==> src/rtl/ball_ctl.sv <==
`default_nettype none
// ============================================================================
// Module   : ball_ctl
// Brief    : Per-frame ball motion with wall/paddle reflection and a
//            IDLE/RUN/LOST game state machine. Define BALL_SPEEDUP_EN to
//            enable paddle-hit driven speed-up.
// Revision : 1.0
// ============================================================================
module ball_ctl #(
    parameter int SCREEN_W    = 1024,
    parameter int SCREEN_H    = 768,
    parameter int BALL_R      = 10,
    parameter int SPEED       = 1,
    parameter int PADDLE_Y    = 700,
    parameter int PADDLE_W    = 128,
    parameter int LOST_FRAMES = 60
) (
    input  logic        pclk,
    input  logic        reset,
    input  logic        vblnk_in,
    input  logic        start,
    input  logic [10:0] paddle_x,
    output logic [11:0] xpos,
    output logic [11:0] ypos,
    output logic        bounce,
    output logic        ball_lost,
    output logic        running
);
    localparam int          CNT_W      = $clog2(LOST_FRAMES + 1);
    localparam logic [11:0] c_edge_min = 12'(BALL_R);
    localparam logic [11:0] c_x_max    = 12'(SCREEN_W - 1 - BALL_R);
    localparam logic [11:0] c_y_rest   = 12'(PADDLE_Y - BALL_R);
    localparam logic [11:0] c_y_floor  = 12'(SCREEN_H - 1 - BALL_R);
    localparam logic [11:0] c_x_home   = 12'(SCREEN_W / 2);
    localparam logic [11:0] c_pad_half = 12'(PADDLE_W / 2);
    localparam logic [11:0] c_pad_span = 12'(PADDLE_W - 1);

    typedef enum logic [1:0] {
        ST_IDLE = 2'd0,
        ST_RUN  = 2'd1,
        ST_LOST = 2'd2
    } state_t;

    state_t           state_q, state_d;
    logic [11:0]      xpos_q, xpos_d, ypos_q, ypos_d;
    logic             dir_x_q, dir_x_d, dir_y_q, dir_y_d;
    logic             bounce_q, bounce_d, ball_lost_q, ball_lost_d;
    logic             running_q, running_d;
    logic [CNT_W-1:0] cnt_q, cnt_d;
    logic             vblnk_prev_q;

    logic             w_tick;
    logic [11:0]      w_step, w_x_fwd, w_y_fwd, w_lo_lim, w_pad_lo, w_pad_hi;
    logic             w_pad_hit;

`ifdef BALL_SPEEDUP_EN
    logic [2:0]       speed_q, speed_d, hits_q, hits_d;
    assign w_step = {9'd0, speed_q};
`else
    assign w_step = 12'(SPEED);
`endif

    assign w_tick    = vblnk_in & ~vblnk_prev_q;
    assign w_x_fwd   = xpos_q + w_step;
    assign w_y_fwd   = ypos_q + w_step;
    assign w_lo_lim  = c_edge_min + w_step;
    assign w_pad_lo  = {1'b0, paddle_x};
    assign w_pad_hi  = w_pad_lo + c_pad_span;
    // Paddle test uses the pre-update x so both axes see the same frame.
    assign w_pad_hit = (w_y_fwd >= c_y_rest) && (ypos_q <= c_y_rest) &&
                       (xpos_q >= w_pad_lo) && (xpos_q <= w_pad_hi);

    always_comb begin
        state_d     = state_q;
        xpos_d      = xpos_q;
        ypos_d      = ypos_q;
        dir_x_d     = dir_x_q;
        dir_y_d     = dir_y_q;
        bounce_d    = 1'b0;
        ball_lost_d = 1'b0;
        cnt_d       = cnt_q;
`ifdef BALL_SPEEDUP_EN
        speed_d     = speed_q;
        hits_d      = hits_q;
`endif
        case (state_q)
            ST_IDLE: begin
                if (start) begin
                    state_d = ST_RUN;
                    dir_x_d = 1'b1;
                    dir_y_d = 1'b0;
                end else if (w_tick) begin
                    xpos_d = w_pad_lo + c_pad_half;
                    ypos_d = c_y_rest;
                end
            end
            ST_RUN: begin
                if (w_tick) begin
                    if (dir_x_q) begin
                        if (w_x_fwd >= c_x_max) begin
                            xpos_d   = c_x_max;
                            dir_x_d  = 1'b0;
                            bounce_d = 1'b1;
                        end else begin
                            xpos_d = w_x_fwd;
                        end
                    end else if (xpos_q <= w_lo_lim) begin
                        xpos_d   = c_edge_min;
                        dir_x_d  = 1'b1;
                        bounce_d = 1'b1;
                    end else begin
                        xpos_d = xpos_q - w_step;
                    end

                    if (!dir_y_q) begin
                        if (ypos_q <= w_lo_lim) begin
                            ypos_d   = c_edge_min;
                            dir_y_d  = 1'b1;
                            bounce_d = 1'b1;
                        end else begin
                            ypos_d = ypos_q - w_step;
                        end
                    end else if (w_pad_hit) begin
                        ypos_d   = c_y_rest;
                        dir_y_d  = 1'b0;
                        bounce_d = 1'b1;
`ifdef BALL_SPEEDUP_EN
                        hits_d = hits_q + 3'd1;
                        if (hits_q == 3'd7 && speed_q < 3'd4)
                            speed_d = speed_q + 3'd1;
`endif
                    end else if (w_y_fwd >= c_y_floor) begin
                        ypos_d      = c_y_floor;
                        state_d     = ST_LOST;
                        ball_lost_d = 1'b1;
`ifdef BALL_SPEEDUP_EN
                        speed_d = 3'd1;
                        hits_d  = 3'd0;
`endif
                    end else begin
                        ypos_d = w_y_fwd;
                    end
                end
            end
            ST_LOST: begin
                if (w_tick) begin
                    if (cnt_q == CNT_W'(LOST_FRAMES - 1)) begin
                        cnt_d   = '0;
                        state_d = ST_IDLE;
                        dir_x_d = 1'b1;
                        dir_y_d = 1'b0;
                    end else begin
                        cnt_d = cnt_q + CNT_W'(1);
                    end
                end
            end
            default: state_d = ST_IDLE;
        endcase
        running_d = (state_d == ST_RUN);
    end

    always_ff @(posedge pclk) begin
        if (!reset) begin
            state_q      <= ST_IDLE;
            xpos_q       <= c_x_home;
            ypos_q       <= c_y_rest;
            dir_x_q      <= 1'b1;
            dir_y_q      <= 1'b0;
            bounce_q     <= 1'b0;
            ball_lost_q  <= 1'b0;
            running_q    <= 1'b0;
            cnt_q        <= '0;
            vblnk_prev_q <= 1'b0;
`ifdef BALL_SPEEDUP_EN
            speed_q      <= 3'(SPEED);
            hits_q       <= 3'd0;
`endif
        end else begin
            state_q      <= state_d;
            xpos_q       <= xpos_d;
            ypos_q       <= ypos_d;
            dir_x_q      <= dir_x_d;
            dir_y_q      <= dir_y_d;
            bounce_q     <= bounce_d;
            ball_lost_q  <= ball_lost_d;
            running_q    <= running_d;
            cnt_q        <= cnt_d;
            vblnk_prev_q <= vblnk_in;
`ifdef BALL_SPEEDUP_EN
            speed_q      <= speed_d;
            hits_q       <= hits_d;
`endif
        end
    end

    assign xpos      = xpos_q;
    assign ypos      = ypos_q;
    assign bounce    = bounce_q;
    assign ball_lost = ball_lost_q;
    assign running   = running_q;

endmodule
`default_nettype wire

==> config.mk <==
export PLATFORM = sky130hd
export DESIGN_NAME = ball_ctl
export DESIGN_NICKNAME = d
export VERILOG_FILES = /design/src/rtl/ball_ctl.sv
export SDC_FILE = /design/constraint.sdc
export NUM_CORES = 1
export LEC_CHECK = 0
export ABC_CLOCK_PERIOD_IN_PS = 4140
export BUFFER_PORTS_ARGS = -buffer_cell sky130_fd_sc_hd__buf_4
export CAP_MARGIN = 20
export CORE_ASPECT_RATIO = 1.5
export CORE_MARGIN = 4
export CORE_UTILIZATION = 45
export DETAILED_ROUTE_END_ITERATION = 10
export PLACE_DENSITY_LB_ADDON = 0.3
export SYNTH_ARGS = -nofsm -noshare
export SYNTH_HDL_FRONTEND = slang
export SYNTH_SLANG_ARGS = --single-unit
==> constraint.sdc <==
create_clock -name pclk -period 4.14 [get_ports pclk]
set_clock_uncertainty 0.15 [all_clocks]
set_input_delay 0.828 -clock pclk [delete_from_list [all_inputs] [get_ports pclk]]
set_output_delay 0.828 -clock pclk [all_outputs]
set_load 0.005 [all_outputs]
* Word-level counts from Yosys, hierarchy flattened *
Index checks and enable logic that the tools add are counted.

cells by class
  equality and inequality tests = 10
  add/subtract/negate cells = 7
  bitwise logic cells = 6
  muxes and demuxes = 46
  reductions and logical operators = 11
  $lt $le $gt $ge = 8

operators with widths
  cell                                                                 count
  2-to-1 mux 12 bit                                                    13
  case mux 12 bit (2 select lines)                                     2
  greater-or-equal comparator 12 x 10 -> 1 bit, second input constant  3
  adder 11 x 7 -> 12 bit, second input constant                        2
  adder 12 x 1 -> 12 bit, second input constant                        2
  less-or-equal comparator 12 x 4 -> 1 bit, second input constant      2
  subtractor 12 x 1 -> 12 bit, second input constant                   2
  2-to-1 mux 1 bit                                                     20
  2-to-1 mux 2 bit                                                     7
  greater-or-equal comparator 12 x 11 -> 1 bit                         1
  less-or-equal comparator 12 x 10 -> 1 bit, second input constant     1
  less-or-equal comparator 12 bit                                      1
  != test 2 bit, second input constant                                 6
  adder 6 x 1 -> 6 bit, second input constant                          1
  equality test 6 bit, second input constant                           1
  2-to-1 mux 6 bit                                                     1
  case mux 1 bit (3 select lines)                                      2
  case mux 2 bit (3 select lines)                                      1
  NOT 1 bit                                                            5
  AND reduction 5 bit                                                  1
  OR reduction 5 bit                                                   1
  equality test 2 x 1 -> 1 bit, second input constant                  2
  AND reduction 4 bit                                                  1
  logical AND 1 bit                                                    3
  7 further kinds                                                      7

storage, ports and cells
  output and inout port bits = 27
  bits in registers = 38
  word-level logic and storage cells = 98

* Longest topological paths before layout *
  word-level depth = 10
  depth in mapped cells = 15
  gate-level depth less buffers = 15

* Worst setup path after synthesis *
No wires, ideal clock.

  path kind = input-to-reg
  from = input port paddle_x[1]
  to = register ball_lost_q, in the netlist ball_lost
  library setup time = 115 ps
  slack = 484 ps
  stages = 13
  path buffers = 0
  arrival time = 3,391 ps
  path through = nor3_1 nand2_1 nor4_1 nor3_1 xnor2_1 ha_1 a21oi_1 o21ai_0 o31a_1 a2111oi_2 o211ai_4 and3_1 and2_1

between the ends
  cells in the longest elaborated chain, start to end = 4
  elaborated cells between the ends (all ways) = 6
  classes of those cells = 1 x add/sub; 2 x order compare; 3 x reduce/logical

ends and longest elaborated chain
  item                                                                                    line    text
  start: declaration                                                                      22      input logic [10:0] paddle_x,
  adder 11 x 7 -> 12 bit or greater-or-equal comparator 12 x 11 -> 1 bit (tied branches)  68, 71
  less-or-equal comparator 12 bit or logical AND 1 bit (tied branches)                    71, 70
  logical AND 1 bit *                                                                     71      (xpos_q >= w_pad_lo) && (xpos_q <= w_pad_hi);
  OR reduction 5 bit (no line) *                                                          --
  end signal: assignment                                                                  185     ball_lost_q <= ball_lost_d;
  end: declaration                                                                        47      logic bounce_q, bounce_d, ball_lost_q, ball_lost_d;

Mark *: on every way between the ends. The rest lies on a longest branch, timed or not.
A chain may end at the register's enable or synchronous reset.

* Worst setup path after layout *
  from = input port paddle_x[1]
  to = register ypos_q[4], in the netlist ypos[4]

between the ends
  cells in the longest elaborated chain, start to end = 7
  elaborated cells between the ends (all ways) = 9
  classes of those cells = 1 x add/sub; 2 x order compare; 4 x mux; 2 x reduce/logical

ends and longest elaborated chain
  item                                                                                    line    text
  adder 11 x 7 -> 12 bit or greater-or-equal comparator 12 x 11 -> 1 bit (tied branches)  68, 71
  less-or-equal comparator 12 bit or logical AND 1 bit (tied branches)                    71, 70
  logical AND 1 bit *                                                                     71
  2-to-1 mux 12 bit *                                                                     123     end else if (w_pad_hit) begin
  2-to-1 mux 12 bit *                                                                     115     if (!dir_y_q) begin
  2-to-1 mux 12 bit *                                                                     98      if (w_tick) begin
  case mux 12 bit (2 select lines) *                                                      86      case (state_q)
  end signal: assignment                                                                  166     ypos_q <= c_y_rest;
  end signal: assignment                                                                  181     ypos_q <= ypos_d;
  end: declaration                                                                        45      logic [11:0] xpos_q, xpos_d, ypos_q, ypos_d;

Mark *: on every way between the ends. The rest lies on a longest branch, timed or not. The select of a mux whose other input is x is not followed.

==> run_results.csv <==
group,metric,value,unit
routing,drc,0,
hold_path,min_to,"cnt_q[5]$_SDFFE_PN0P_",
routing,ant_nets,0,
floorplan,die_h,120,µm
critical_path,cp_top_family,"compound AO/OA/AOI/OAI gates",
hold_path,hold_class,"reg2reg",
critical_path,reg2reg_from,"ypos[1]$_SDFFE_PN1P_",
yosys,syn_inst,516,
power,power_frac_clock,0.366,
clock_network,cts-root-buf,"clkbuf_16",
place,io_buffers,41,
critical_path,end_kind,"flop",
routing,drtIter0Drc,257,
power,p_leak,1.65,nW
clock_network,cts_setup_buffers,0,
final_layout,fin_area,4240,µm²
global_routing,met1_usage,0.237,
timing,worstMarginPinSlew,0.875,ns
global_routing,overflow,0,
clock_network,cts_resized,0,
place,dp_slack,0.0744,ns
yosys,synthFlopType,"dfxtp_1",
clock_network,clk_latency,0.28,ns
clock_network,cts_hold_buf,0,
global_routing,busiest_layer,"met2",
critical_path,cp-start-kind,"input pin",
yosys,ys.warnings.count,0,
timing,finalCriticalPeriod,3.84,ns
critical_path,critPathBufInv,2,
global_routing,grt_first_pass_wirelength,18100,µm
timing,relSlewSlack,0.409,
global_routing,grt_max_degree,28,
power,vdd_ir_drop_max,153,µV
routing,vias_per_cell,6.27,
power,seqPwrFrac,0.392,
timing,fin_crit_sh,0.928,
final_layout,drive_above_1_share,0.130,
flow_run,cap_violations,0,
power,p_sw,338,µW
critical_path,reg2reg_depth,8,
yosys,ys_types,69,
final_layout,diodes,0,
critical_path,critPathMaxFanout,9,
floorplan,ios,42,
final_layout,syn2layout_area_growth,12.1,%
yosys,postSynthAreaPerCell,7.34,µm²
power,intPower,727,µW
timing,hold_ws,0.346,ns
routing,vias,4027,
floorplan,die_area,9980,µm²
clock_network,cts_tree,"built",
final_layout,final_nets,585,
place,dp_hpwl,8270,µm
final_layout,fillers,821,
yosys,syn_area,3790,µm²
timing,maxSlewViolCount,0,
yosys,async_flop_share,0,
place,placed_area,4090,µm²
critical_path,arrival,3.92,ns
yosys,ys_seq_area_frac,0.201,
timing,finalHoldViolations,0,
critical_path,crit_cells,15,
hold_path,whs_path_depth,2,
final_layout,seq_area,761,µm²
clock_network,clkSinkCount,38,
routing,wire_per_inst,17.2,µm
status,outcome,"finished clean",
place,gp_congestion,0.903,
timing,layout_setup_ws,0.296,ns
global_routing,antenna_found_initial,0,
critical_path,r2r-end,"ypos[1]$_SDFFE_PN1P_",
timing,rsz0062_at_grt,"no",
hold_path,min_from,"cnt_q[5]$_SDFFE_PN0P_",
yosys,yosys-top-cells-area,"dfxtp_1 20%, ha_1 11%, nand2_1 5.7%",
final_layout,finish.utilization,0.523,
floorplan,start_util,0.467,
power,power.density,251,nW/µm²
routing,drt-total-wl,11100,µm
yosys,synth_area_leader_cell,"dfxtp_1",
yosys,yosys_register_bits,38,
clock_network,cts_buffer_depth,2,
power,swShare,0.318,
clock_network,htree_levels,2,
floorplan,rows,40,
power,combPwrFrac,0.242,
final_layout,multiInputGateArea,2770,µm²
global_routing,grt_util_met3,0.0348,
timing,finalSetupViolCount,0,
yosys,syn_nets,565,
timing,finalSetupTns,0,ns
critical_path,reg2reg_slack,0.93,ns
critical_path,crit_type,"in2reg",
critical_path,cp_slowest_cell,"a2111oi_2",
yosys,synth_edf_count,0,
global_routing,grt_use_met2,0.397,
global_routing,grt_pass1_vias,3848,
routing,firstDrtPassIters,5,
clock_network,cts_buffers,5,
critical_path,critical_path.cell_chain,"buf_4, nor3_1, nand2_1, nor4_1, buf_4, nor3_1, xnor2_1, ha_1, a21oi_1, o21ai_0, o31a_1, a2111oi_2, o211ai_4, a41oi_1, o22a_1",
clock_network,cts.clk_slew.worst_paths,0.06,ns
timing,clock.fmax,260,MHz
critical_path,slowest_delay,0.38,ns
global_routing,grt_use_total,0.217,
floorplan,die_x,82.9,µm
floorplan,core,8110,µm²
critical_path,crit_required,4.22,ns
yosys,synth_top_area_frac,0.201,
## logic make-up (layout without fill, tap and decap cells)
| logic type | after synthesis | after routing | synth area share |
|---|---|---|---|
| simple gates | 197 | 197 | 0.262 |
| compound gates | 154 | 154 | 0.271 |
| buf+inv | 56 | 77 | 0.0671 |
| flops | 38 | 38 | 0.201 |
| xor+xnor | 35 | 35 | 0.0810 |
| fa+ha+maj | 34 | 34 | 0.112 |
| mux | 2 | 2 | 0.00529 |
## synthesized netlist by cell type, types with 4 or more instances
cell type,count
a21oi_1,35
buf_4,5
nor4_1,6
nand3_1,19
and3_1,6
inv_1,22
nand4_1,16
nor2b_1,7
o21a_1,4
o211ai_1,9
nor2_1,38
nand2_1,57
or3_1,7
clkbuf_1,22
nor3_1,13
o22ai_1,5
o21ai_0,40
dfxtp_1,38
and2_1,6
ha_1,34
a21boi_0,4
xnor2_1,24
o31ai_1,6
xor2_1,11
a31oi_1,11
## metrics by stage
step,cells,total power [mW]
detailed placement,634,0.677
global route,642,1.12
floorplan,516,0.594
global placement,634,0.670
CTS,642,1.07
finish,642,1.06
## per-layer routing
layer	wire, µm	part of all wire
met1	4310	0.39
met2	5660	0.51
met3	601	0.054
met4	475	0.043
met5	0	0
## layout make-up
type                       count  share of cell area
clock inverter                 2             0.00295
multi-input combinational    422               0.653
inverter                      24              0.0212
sequential                    38               0.179
tap                          105              0.0310
clock buffer                   6              0.0327
timing repair buffer          45              0.0796
## how the worst max path moves through the flow
| stage | end | startpoint |
|---|---|---|
| 3_5_place_dp | ball_lost$_SDFF_PP0_ | paddle_x[1] |
| 3_3_place_gp | ball_lost$_SDFF_PP0_ | paddle_x[1] |
| 6_report | ypos[4]$_SDFFE_PN1P_ | paddle_x[1] |
| 5_1_grt | ypos[2]$_SDFFE_PN0P_ | paddle_x[2] |
| 4_1_cts | ball_lost$_SDFF_PP0_ | paddle_x[1] |
| 2_1_floorplan | ball_lost$_SDFF_PP0_ | paddle_x[1] |
## flip-flops by register name, summed over array words and instances, names as in the netlist
register      cells
bounce            1
dir_x_q           1
ball_lost         1
running           1
state_q           2
dir_y_q           1
ypos             12
vblnk_prev_q      1
cnt_q             6
xpos             12
## cell usage in the layout, fill, tap and decap left out, types with 3 or more instances in the layout
cell / Yosys / routed
ha_1: 34 / 34
nand3_1: 19 / 19
inv_1: 22 / 22
nand3b_1: 3 / 3
nor2b_1: 7 / 7
and2_1: 6 / 6
o31ai_1: 6 / 6
o221ai_1: 3 / 3
nand2_1: 57 / 57
nor4_1: 6 / 6
o21ai_0: 40 / 40
or3_1: 7 / 7
a221oi_1: 3 / 3
a41oi_1: 3 / 3
o21a_1: 4 / 4
and3_1: 6 / 6
clkbuf_16: 0 / 5
o22ai_1: 5 / 5
xor2_1: 11 / 11
nor2_1: 38 / 38
a21oi_1: 35 / 35
buf_4: 5 / 45
a21boi_0: 4 / 4
nand4_1: 16 / 16
a32oi_1: 3 / 3
nor3_1: 13 / 13
xnor2_1: 24 / 24
dfxtp_1: 38 / 38
nand2b_1: 3 / 3
a31oi_1: 11 / 11
o211ai_1: 9 / 9
## worst reg2reg max path: stages (launching register included)
cell and delay (ns):
dfxtp_1 0.57, ha_1 0.43, and3_2 0.32, nand2_1 0.11
o41a_1 0.45, or2_1 0.29, o211ai_4 0.30, nand3_1 0.20
o221a_1 0.27
## power groups by stage
stage / clock (mW) / combinational, mW / sequential, mW
after CTS: 0.401 / 0.256 / 0.416
final: 0.390 / 0.257 / 0.417
after detailed placement: 0 / 0.254 / 0.424
after floorplan: 0 / 0.192 / 0.402
after global routing: 0.413 / 0.290 / 0.421
after global placement: 0 / 0.247 / 0.423
No activity file was read; power rests on OpenSTA's default activity.
